--- config.mk ---
export PLATFORM = sky130hd
export DESIGN_NAME = fetch_bundle_queue
export DESIGN_NICKNAME = d
export VERILOG_FILES = /design/src/rtl/fetch_bundle_queue.sv
export SDC_FILE = /design/constraint.sdc
export NUM_CORES = 1
export LEC_CHECK = 0
export CAP_MARGIN = 0
export CORE_ASPECT_RATIO = 1.1
export CORE_MARGIN = 5
export CORE_UTILIZATION = 45
export CTS_CLUSTER_DIAMETER = 80
export DETAILED_ROUTE_END_ITERATION = 7
export GPL_TIMING_DRIVEN = 0
export HOLD_SLACK_MARGIN = 0.15
export PLACE_DENSITY = 0.67
export SLEW_MARGIN = 5
export SYNTH_ARGS = -nofsm -noshare
export SYNTH_HDL_FRONTEND = slang
export SYNTH_SLANG_ARGS = --single-unit
--- constraint.sdc ---
create_clock -name clk -period 18 [get_ports clk]
set_clock_uncertainty 0.1 [all_clocks]
set_input_delay 2.7 -clock clk [delete_from_list [all_inputs] [get_ports clk]]
set_output_delay 2.7 -clock clk [all_outputs]
set_load 0.1 [all_outputs]
--- src/rtl/fetch_bundle_queue.sv ---
// fetch_bundle_queue: decode-side receiver for 4-wide fetch bundles.
// Circular buffer of DEPTH bundles with a valid/ready handshake to decode,
// registered back-pressure to fetch, and a mispredict flush.
module fetch_bundle_queue #(
  parameter int DEPTH = 4,
  parameter int PTR_W = 2
) (
  input  logic             clk,
  input  logic             rst_n,
  input  logic             fetch_valid,
  input  logic [63:0]      pc_from_fetch,
  input  logic [63:0]      inst_from_fetch,
  input  logic [63:0]      recv_pc_from_fetch,
  input  logic [3:0]       pred_result_from_fetch,
  input  logic             has_mispredict,
  input  logic             dec_ready,
  output logic             stall_fetch,
  output logic             dec_valid,
  output logic [63:0]      pc_to_dec,
  output logic [63:0]      inst_to_dec,
  output logic [63:0]      recv_pc_to_dec,
  output logic [3:0]       pred_result_to_dec,
  output logic [PTR_W:0]   occupancy,
  output logic             overflow
);

  typedef struct packed {
    logic [63:0] pc;
    logic [63:0] inst;
    logic [63:0] rpc;
    logic [3:0]  pred;
  } bundle_t;

  localparam logic [PTR_W:0] FULL_CNT  = (PTR_W+1)'(DEPTH);
  // One slot of margin for the bundle already in flight from fetch.
  localparam logic [PTR_W:0] STALL_CNT = (PTR_W+1)'(DEPTH - 1);

  bundle_t              mem_q [DEPTH];
  bundle_t              head_ent;
  logic [PTR_W-1:0]     head_q, head_d, tail_q, tail_d;
  logic [PTR_W:0]       occ_q, occ_d;
  logic                 ovf_q, ovf_d;
  logic                 full, pop, push;

  assign full      = (occ_q == FULL_CNT);
  assign dec_valid = (occ_q != '0);
  assign pop       = dec_valid & dec_ready;
  // A pop frees a slot in the same cycle, so a full queue still accepts.
  assign push      = fetch_valid & ~has_mispredict & (~full | pop);

  // Next-state for pointers, count and sticky overflow; flush wins over all.
  always_comb begin
    head_d = head_q;
    tail_d = tail_q;
    occ_d  = occ_q;
    ovf_d  = ovf_q | (fetch_valid & ~has_mispredict & full & ~pop);
    if (has_mispredict) begin
      head_d = '0;
      tail_d = '0;
      occ_d  = '0;
    end else begin
      if (pop)  head_d = head_q + 1'b1;
      if (push) tail_d = tail_q + 1'b1;
      if (push & ~pop)      occ_d = occ_q + 1'b1;
      else if (pop & ~push) occ_d = occ_q - 1'b1;
    end
  end

  // Control state register with asynchronous reset.
  always_ff @(posedge clk or negedge rst_n) begin
    if (!rst_n) begin
      head_q <= '0;
      tail_q <= '0;
      occ_q  <= '0;
      ovf_q  <= 1'b0;
    end else begin
      head_q <= head_d;
      tail_q <= tail_d;
      occ_q  <= occ_d;
      ovf_q  <= ovf_d;
    end
  end

  // Bundle storage is not reset; validity is tracked by the count alone.
  always_ff @(posedge clk) begin
    if (push) mem_q[tail_q] <= '{pc:   pc_from_fetch,
                                 inst: inst_from_fetch,
                                 rpc:  recv_pc_from_fetch,
                                 pred: pred_result_from_fetch};
  end

  // Head entry presented combinationally, zeroed while empty.
  always_comb begin
    head_ent = dec_valid ? mem_q[head_q] : '0;
  end

  assign pc_to_dec          = head_ent.pc;
  assign inst_to_dec        = head_ent.inst;
  assign recv_pc_to_dec     = head_ent.rpc;
  assign pred_result_to_dec = head_ent.pred;
  assign occupancy          = occ_q;
  assign overflow           = ovf_q;
  assign stall_fetch        = (occ_q >= STALL_CNT);

endmodule

Word level (Yosys, flattened, before mapping)
Memory sizes are Yosys's and may differ from the RTL's.
Index checks and enable logic that the tools add are counted.
{"block": "op_classes", "reduce_logical": 4, "magnitude_cmp": 1, "n_bitwise": 13, "n_eq_ne": 1, "add_sub_neg": 4, "n_mux": 10}
{"operator": "two-way mux 196 bit", "n": 1}
{"operator": "two-way mux 3 bit", "n": 3}
{"operator": "two-way mux 2 bit", "n": 4}
{"operator": "AND 1 bit", "n": 7}
{"operator": "nonzero test 3 bit", "n": 2}
{"operator": "adder 2 x 1 -> 2 bit (second input constant)", "n": 2}
{"operator": "inverter 1 bit", "n": 4}
{"operator": "nonzero test 2 bit", "n": 2}
{"operator": "adder 3 x 1 -> 3 bit (second input constant)", "n": 1}
{"operator": "equality test 3 bit (second input constant)", "n": 1}
{"operator": "greater-or-equal comparator 3 x 2 -> 1 bit (second input constant)", "n": 1}
{"operator": "subtractor 3 x 1 -> 3 bit (second input constant)", "n": 1}
{"operator": "two-way mux 1 bit", "n": 2}
{"operator": "OR 1 bit", "n": 2}
{"block": "totals", "regBits": 8, "mem_count": 1, "ram_bits": 784}
{"memory": "mem_q", "depth": 4, "word_bits": 196, "read_ports": 1, "rd_clocked_by_memory_dff": 0, "wr": 1, "line_no": "38", "rtl": "bundle_t mem_q [DEPTH];"}

Longest topological paths before layout
Gate-level depths: netlist of the first run.
{"block": "logic_depth", "word_depth": 9, "depth_mapped": 8}

Least setup slack after synthesis of the first run
OpenSTA, ideal clock, no wires.
{"block": "synth_timing", "path_kind": "input port to flip-flop", "start": "input dec_ready", "end": "memory mem_q[0][0] (netlist name) (enable)", "arrival_time_ns": 7.791, "t_required_ns": 17.320, "cell_stages": 4, "slack_ns": 9.528, "cell_sequence": "clkbuf_1 nor4b_2 nor3_2 and2_1"}
{"block": "synth_via", "elab_chain_cells": 5}
{"element": "start: declaration", "line_no": "16", "rtl": "input logic dec_ready,"}
{"element": "AND 1 bit", "line_no": "47", "rtl": "assign pop = dec_valid & dec_ready;"}
{"element": "OR 1 bit", "line_no": "49", "rtl": "assign push = fetch_valid & ~has_mispredict & (~full | pop);"}
{"element": "AND 1 bit", "line_no": "49"}
{"element": "two-way mux 1 bit", "line_no": "86", "rtl": "if (push) mem_q[tail_q] <= '{pc: pc_from_fetch,"}
{"element": "two-way mux 1 bit (implied by the code)", "line_no": "86"}
{"element": "end: declaration", "line_no": "38"}
Every way passes these cells.

Worst setup path in the final report of the first run
{"block": "layout_timing", "start": "register head_q[1]", "end": "output inst_to_dec[8]"}
{"block": "layout_via", "elab_chain_cells": 2}
{"element": "start: declaration", "line_no": "40", "rtl": "logic [PTR_W-1:0] head_q, head_d, tail_q, tail_d;"}
{"element": "start signal: assignment", "line_no": "72", "rtl": "head_q <= '0;"}
{"element": "start signal: assignment", "line_no": "77", "rtl": "head_q <= head_d;"}
{"element": "memory (4 x 196 bit)"}
{"element": "two-way mux 196 bit", "line_no": "94", "rtl": "head_ent = dec_valid ? mem_q[head_q] : '0;"}
{"element": "end: declaration", "line_no": "20", "rtl": "output logic [63:0] inst_to_dec,"}
Every way passes these cells.

==> results of run 1 <==
state kept, by name, indices dropped and copies added, names as in the netlist:
name	count
overflow	1
tail_q	2
head_q	2
occupancy	3
mem_q	784
layer usage:
layer	wire length [µm]	track usage, %	up-vias
li1	-	-	6379
met1	25600	22.9	7577
met2	33500	30.3	414
met3	4740	5.50	93
met4	1450	5.20	16
met5	111	0	-
critical path, delay by kind of cell, from the launching register on:
kind | cells | cell delay [ps]
buffers and inverters | 4 | 2510
DFF | 1 | 320
muxes | 1 | 270
and+or+nand+nor | 1 | 160
cell usage in the layout, fill, tap and decap left out, types with 2 or more instances in the layout:
cell type,Yosys,routed
edfxtp_1,784,784
clkdlybuf4s50_1,0,401
and2_1,201,197
mux4_2,196,196
clkbuf_16,0,80
clkbuf_1,28,42
buf_2,24,24
clkinv_1,0,19
buf_6,17,17
buf_16,0,14
clkinv_2,0,13
nor2_1,10,10
diode_2,0,9
dfrtp_1,8,8
inv_1,6,6
bufinv_16,0,5
and2_4,0,4
ha_1,4,4
inv_6,0,4
or3_1,2,2
mux2_2,2,2
xor2_1,2,2
clkinv_4,0,2
clkinvlp_4,0,2
buf_12,0,2
cell families after synthesis:
kind of cell	after synthesis
buf+inv	76
xor+xnor	3
fa+ha+maj	5
compound gates	11
simple gates	218
flops	792
mux	199
through the flow:
step	utilization, %	instances	hold slack, ps
3_3_place_gp	53.1	2563	357
5_1_grt	57.4	2723	392
4_1_cts	57.4	2720	376
6_report	57.5	2729	378
2_1_floorplan	-	1304	466
3_5_place_dp	53.8	2579	357
layout make-up:
| cell class | count | area, µm² |
|---|---|---|
| diodes | 9 | 22.5 |
| plain buffers | 70 | 422 |
| clock buffers | 95 | 2070 |
| clock inverters | 46 | 370 |
| fillers | 4981 | 28200 |
| inverters | 6 | 22.5 |
| multi-input cells | 436 | 5990 |
| flip-flops and latches | 792 | 23700 |
| well taps | 858 | 1070 |
| repair buffers | 417 | 4440 |
worst max-delay path by stage:
stage | from | to | slack [ps] | cells past startpoint
after floorplan | dec_ready | mem_q[0][0]$_DFFE_PP_ | 9530 | 4
after global placement | fetch_valid | mem_q[1][115]$_DFFE_PP_ | 4990 | 4
after detailed placement | head_q[1]$_DFFE_PN0P_ | pc_to_dec[22] | 11830 | 6
after CTS | head_q[1]$_DFFE_PN0P_ | pc_to_dec[22] | 11180 | 6
after global routing | head_q[1]$_DFFE_PN0P_ | pc_to_dec[22] | 11110 | 6
final | head_q[1]$_DFFE_PN0P_ | inst_to_dec[8] | 11320 | 6
==> flow_summary.json, run 1 <==
{
  "critPathArrivalTime_ps": 3880,
  "cts_buffer_depth": 3,
  "synth.avg_cell_area_um2": 23.1,
  "path_clk_slew_ps": 60,
  "rsz0062_at_grt": "false",
  "grt_usage_pct": 18.0,
  "synth_flop_cell": "edfxtp_1",
  "synth.area.mux_share_pct": 14.7,
  "cts_resized": 0,
  "cts-root-buf": "clkbuf_16",
  "yosys_warnings": 0,
  "wl_per_cell_um": 24.0,
  "synth_top_family_by_area": "multiplexers",
  "die_w_um": 257,
  "outcome": "complete, no violations",
  "path_common_cell": "buf_2",
  "final_area_um2": 38200,
  "drt_iter0_drc": 967,
  "synth_compound_gate_area_share_pct": 0.265,
  "die_height_um": 282,
  "rows": 99,
  "cts_hold_buf": 0,
  "start_kind": "register",
  "min_delay_path_depth": 1,
  "dp.final_hpwl_mm": 42.0,
  "cts_setup_buffers": 0,
  "yosys.area_share.adder_pct": 0.232,
  "ys_ff_latch": 792,
  "crit_path_max_incr_delay_ps": 1150,
  "vias": 14500,
  "cp_cell_sequence": "buf_2, clkbuf_1, buf_2, mux4_2, and2_1, clkdlybuf4s50_1",
  "final-setup-viol-count": 0,
  "max_freq_ghz": 0.150,
  "r2r-end": "mem_q[0][49]$_DFFE_PP_",
  "place_ws_ps": 11830,
  "placed_cell_area_um2": 35700,
  "gp_congestion": 0.772,
  "hold_viol_final": 0,
  "period_share_pct": 37.1,
  "tightest_slew_ps": 1210,
  "die_area_um2": 72300,
  "ys_types": 33,
  "final_nets": 2009,
  "cp_max_fo": 10,
  "synth_edf_count": 784,
  "gr-total-overflow": 0,
  "setup_tns_ps": 0,
  "grt_antenna_before_repair": 16,
  "synth_area_um2": 30200,
  "slew_headroom_pct": 19.1,
  "period_minus_slack_ps": 6680,
  "hold_path.startpoint": "overflow$_DFF_PN0_",
  "synthTopCellsByArea": "edfxtp_1 (78%), mux4_2 (15%), and2_1 (4.2%)",
  "io_buffers": 401,
  "numCtsBuffers": 80,
  "grt_max_degree": 53,
  "first_pass_iters": 5,
  "path_class": "register to primary output",
  "ys_seq_area_share_pct": 78.7,
  "totalWireLength_mm": 65.4,
  "cts.sinks": 792,
  "yosys.area_share.simple_pct": 4.49,
  "clk_latency_ps": 600,
  "finalMaxSlewViolations": 0,
  "synthCells": 1304,
  "fin_ws_ps": 11320,
  "synth_area_leader_cell": "edfxtp_1",
  "synth_nets": 1510,
  "cp-end-kind": "primary output",
  "ant_nets": 0,
  "cp_slowest_cell": "clkdlybuf4s50_1",
  "crit_required_ps": 15200,
  "cts_tree": "done",
  "drc_errors": 0,
  "drive_gt1_share_pct": 19.9,
  "min_to": "overflow$_DFF_PN0_",
  "yosysMostFrequentCell": "edfxtp_1",
  "synth_common_cells": "edfxtp_1 (784), and2_1 (201), mux4_2 (196)",
  "grt_pass1_wl_mm": 98.6,
  "ios": 403,
  "syn2layout_area_growth_pct": 26.5,
  "async_flop_share_pct": 1.01,
  "synthXorXnorAreaFrac_pct": 0.0871,
  "grt_pass1_vias": 15600,
  "ff2ff_setup_slack_ps": 15260,
  "synth_top_area_share_pct": 78.0,
  "htreeDepth": 3,
  "core-area_um2": 66400,
  "drv_cap": 0,
  "post_drt_via_cell_ratio": 5.31,
  "min_path_type": "register to register",
  "timing.rr.start": "occupancy[2]$_DFFE_PN0P_",
  "start_util_pct": 45.4,
  "rr_worst_depth": 6
}
Power of run 1 is not shown: default switching activity piles up to over one toggle a cycle in this logic, so the estimate is an artifact.
==> run 2: changes to the inputs <==
==> constraint.sdc (replaced) <==
create_clock -name clk -period 6.2 [get_ports clk]
set_clock_uncertainty 0.1 [all_clocks]
set_input_delay 0.93 -clock clk [delete_from_list [all_inputs] [get_ports clk]]
set_output_delay 0.93 -clock clk [all_outputs]
set_load 0.1 [all_outputs]
==> run 2 against run 1 <==
- setup slack worse by 10000 ps
- non-clock buffer count stayed put
- register-to-register slack lost 12000 ps
- flip-flop and latch count is the same
- first-iteration DRC count fell by 12%
- count of clock-buffer cells in the layout rose by 7
- critical endpoint is now inst_to_dec[35]
- die area unchanged
- core utilization up 0.11 points
- cell area is 0.18% higher
- critical path depth unchanged
- via count shrank 0.48%
- worst hold slack worse by 7.7 ps
==> flow_summary.json, run 2 (synthesis gave the netlist of run 1 again) <==
{
  "vias": 14400,
  "min_delay_path_depth": 1,
  "cts_hold_buf": 0,
  "outcome": "complete, no violations",
  "rsz0062_at_grt": "false",
  "hold_viol_final": 0,
  "grtUsageMet2_pct": 30.2,
  "final-setup-viol-count": 0,
  "drt_iter0_drc": 848,
  "start_util_pct": 45.4,
  "period_share_pct": 81.1,
  "period_minus_slack_ps": 5030,
  "die_area_um2": 72300,
  "die_w_um": 257,
  "gr-total-overflow": 0,
  "path_class": "register to primary output",
  "cp-end-kind": "primary output",
  "dp.final_hpwl_mm": 42.6,
  "start_kind": "register",
  "gr-usage-met3_pct": 5.52,
  "die_height_um": 282,
  "largest_reg_flops": 784,
  "min_path_type": "register to register",
  "final_area_um2": 38200,
  "cts-root-buf": "clkbuf_16",
  "totalWireLength_mm": 65.3,
  "htreeDepth": 3,
  "tightest_slew_ps": 1190,
  "io_buffers": 401,
  "rr_worst_depth": 6,
  "ant_nets": 0,
  "grt_pass1_vias": 15700,
  "cts_tree": "done",
  "numCtsBuffers": 80,
  "final_cell_mix": "edfxtp_1 (784), clkdlybuf4s50_1 (401), and2_1 (197)",
  "final_nets": 2009,
  "post_drt_via_cell_ratio": 5.27,
  "drive_gt1_share_pct": 19.9,
  "cp_max_fo": 10,
  "placed_cell_area_um2": 35700,
  "setup_tns_ps": 0,
  "syn2layout_area_growth_pct": 26.7,
  "drc_errors": 0,
  "grt_max_degree": 53,
  "critPathArrivalTime_ps": 4000,
  "wl_per_cell_um": 23.9,
  "cts.sinks": 792,
  "clk_latency_ps": 600,
  "mostFrequentLayoutCell": "edfxtp_1",
  "crit_required_ps": 5170,
  "max_freq_ghz": 0.199,
  "core-area_um2": 66400,
  "first_pass_iters": 5,
  "drv_cap": 0,
  "slew_headroom_pct": 20.3,
  "cts_resized": 0,
  "path_clk_slew_ps": 60,
  "grt_usage_pct": 18.0,
  "grt_antenna_before_repair": 14,
  "grt-busiest-layer": "met2",
  "largest-register": "mem_q",
  "cts_buffer_depth": 3,
  "grt_pass1_wl_mm": 98.6,
  "met1_usage_pct": 22.9,
  "finalMaxSlewViolations": 0,
  "gp_congestion": 0.736,
  "cts_setup_buffers": 0,
  "rows": 99,
  "ios": 403
}
## run 2: cell count changes in the layout (fill, tap and decap cells not counted), sizes merged
cell    delta
inv        -1
clkinv     -2
clkbuf     +7
diode      +2
## run 2: routing by layer
| metal | part of all wire, % | wire length (µm) |
|---|---|---|
| met1 | 40 | 25800 |
| met2 | 51 | 33200 |
| met3 | 7.5 | 4910 |
| met4 | 2.0 | 1330 |
| met5 | 0.090 | 59 |
## run 2: worst paths after layout
kind	startpoint	end	slack, ps
setup / recovery	head_q[1]$_DFFE_PN0P_	inst_to_dec[35]	1170
hold / removal	overflow$_DFF_PN0_	overflow$_DFF_PN0_	370
setup reg to reg	occupancy[2]$_DFFE_PN0P_	mem_q[1][108]$_DFFE_PP_	3390
hold reg to reg	overflow$_DFF_PN0_	overflow$_DFF_PN0_	370
max in group asynchronous	rst_n	occupancy[1]$_DFFE_PN0P_	5200
min in group asynchronous	rst_n	occupancy[2]$_DFFE_PN0P_	520
## run 2: critical path, stage by stage, from the launching register on
cell and delay (ps):
dfrtp_1 310, buf_2 230, clkbuf_1 800, buf_2 450, mux4_2 240, and2_1 120, clkdlybuf4s50_1 1200
## run 2: metrics by stage
stage | hold WS (ps) | std cells | worst slack (ps) | util (%)
3_3_place_gp | 362 | 2563 | -904 | 53.1
6_report | 370 | 2735 | 1170 | 57.6
5_1_grt | 408 | 2728 | 969 | 57.5
3_5_place_dp | 358 | 2579 | 1760 | 53.8
4_1_cts | 376 | 2724 | 1100 | 57.5
2_1_floorplan | 466 | 1304 | 1690 | -
## run 2: layout make-up
cell class,count,area [µm²]
Clock buffer,102,2120
Inverter,6,22.5
Multi-Input combinational cell,436,5990
Antenna cell,11,27.5
Sequential cell,792,23700
Fill cell,4889,28200
Clock inverter,43,380
Buffer,70,422
Timing Repair Buffer,417,4450
Tap cell,858,1070
Power of run 2 is left out for the same reason.
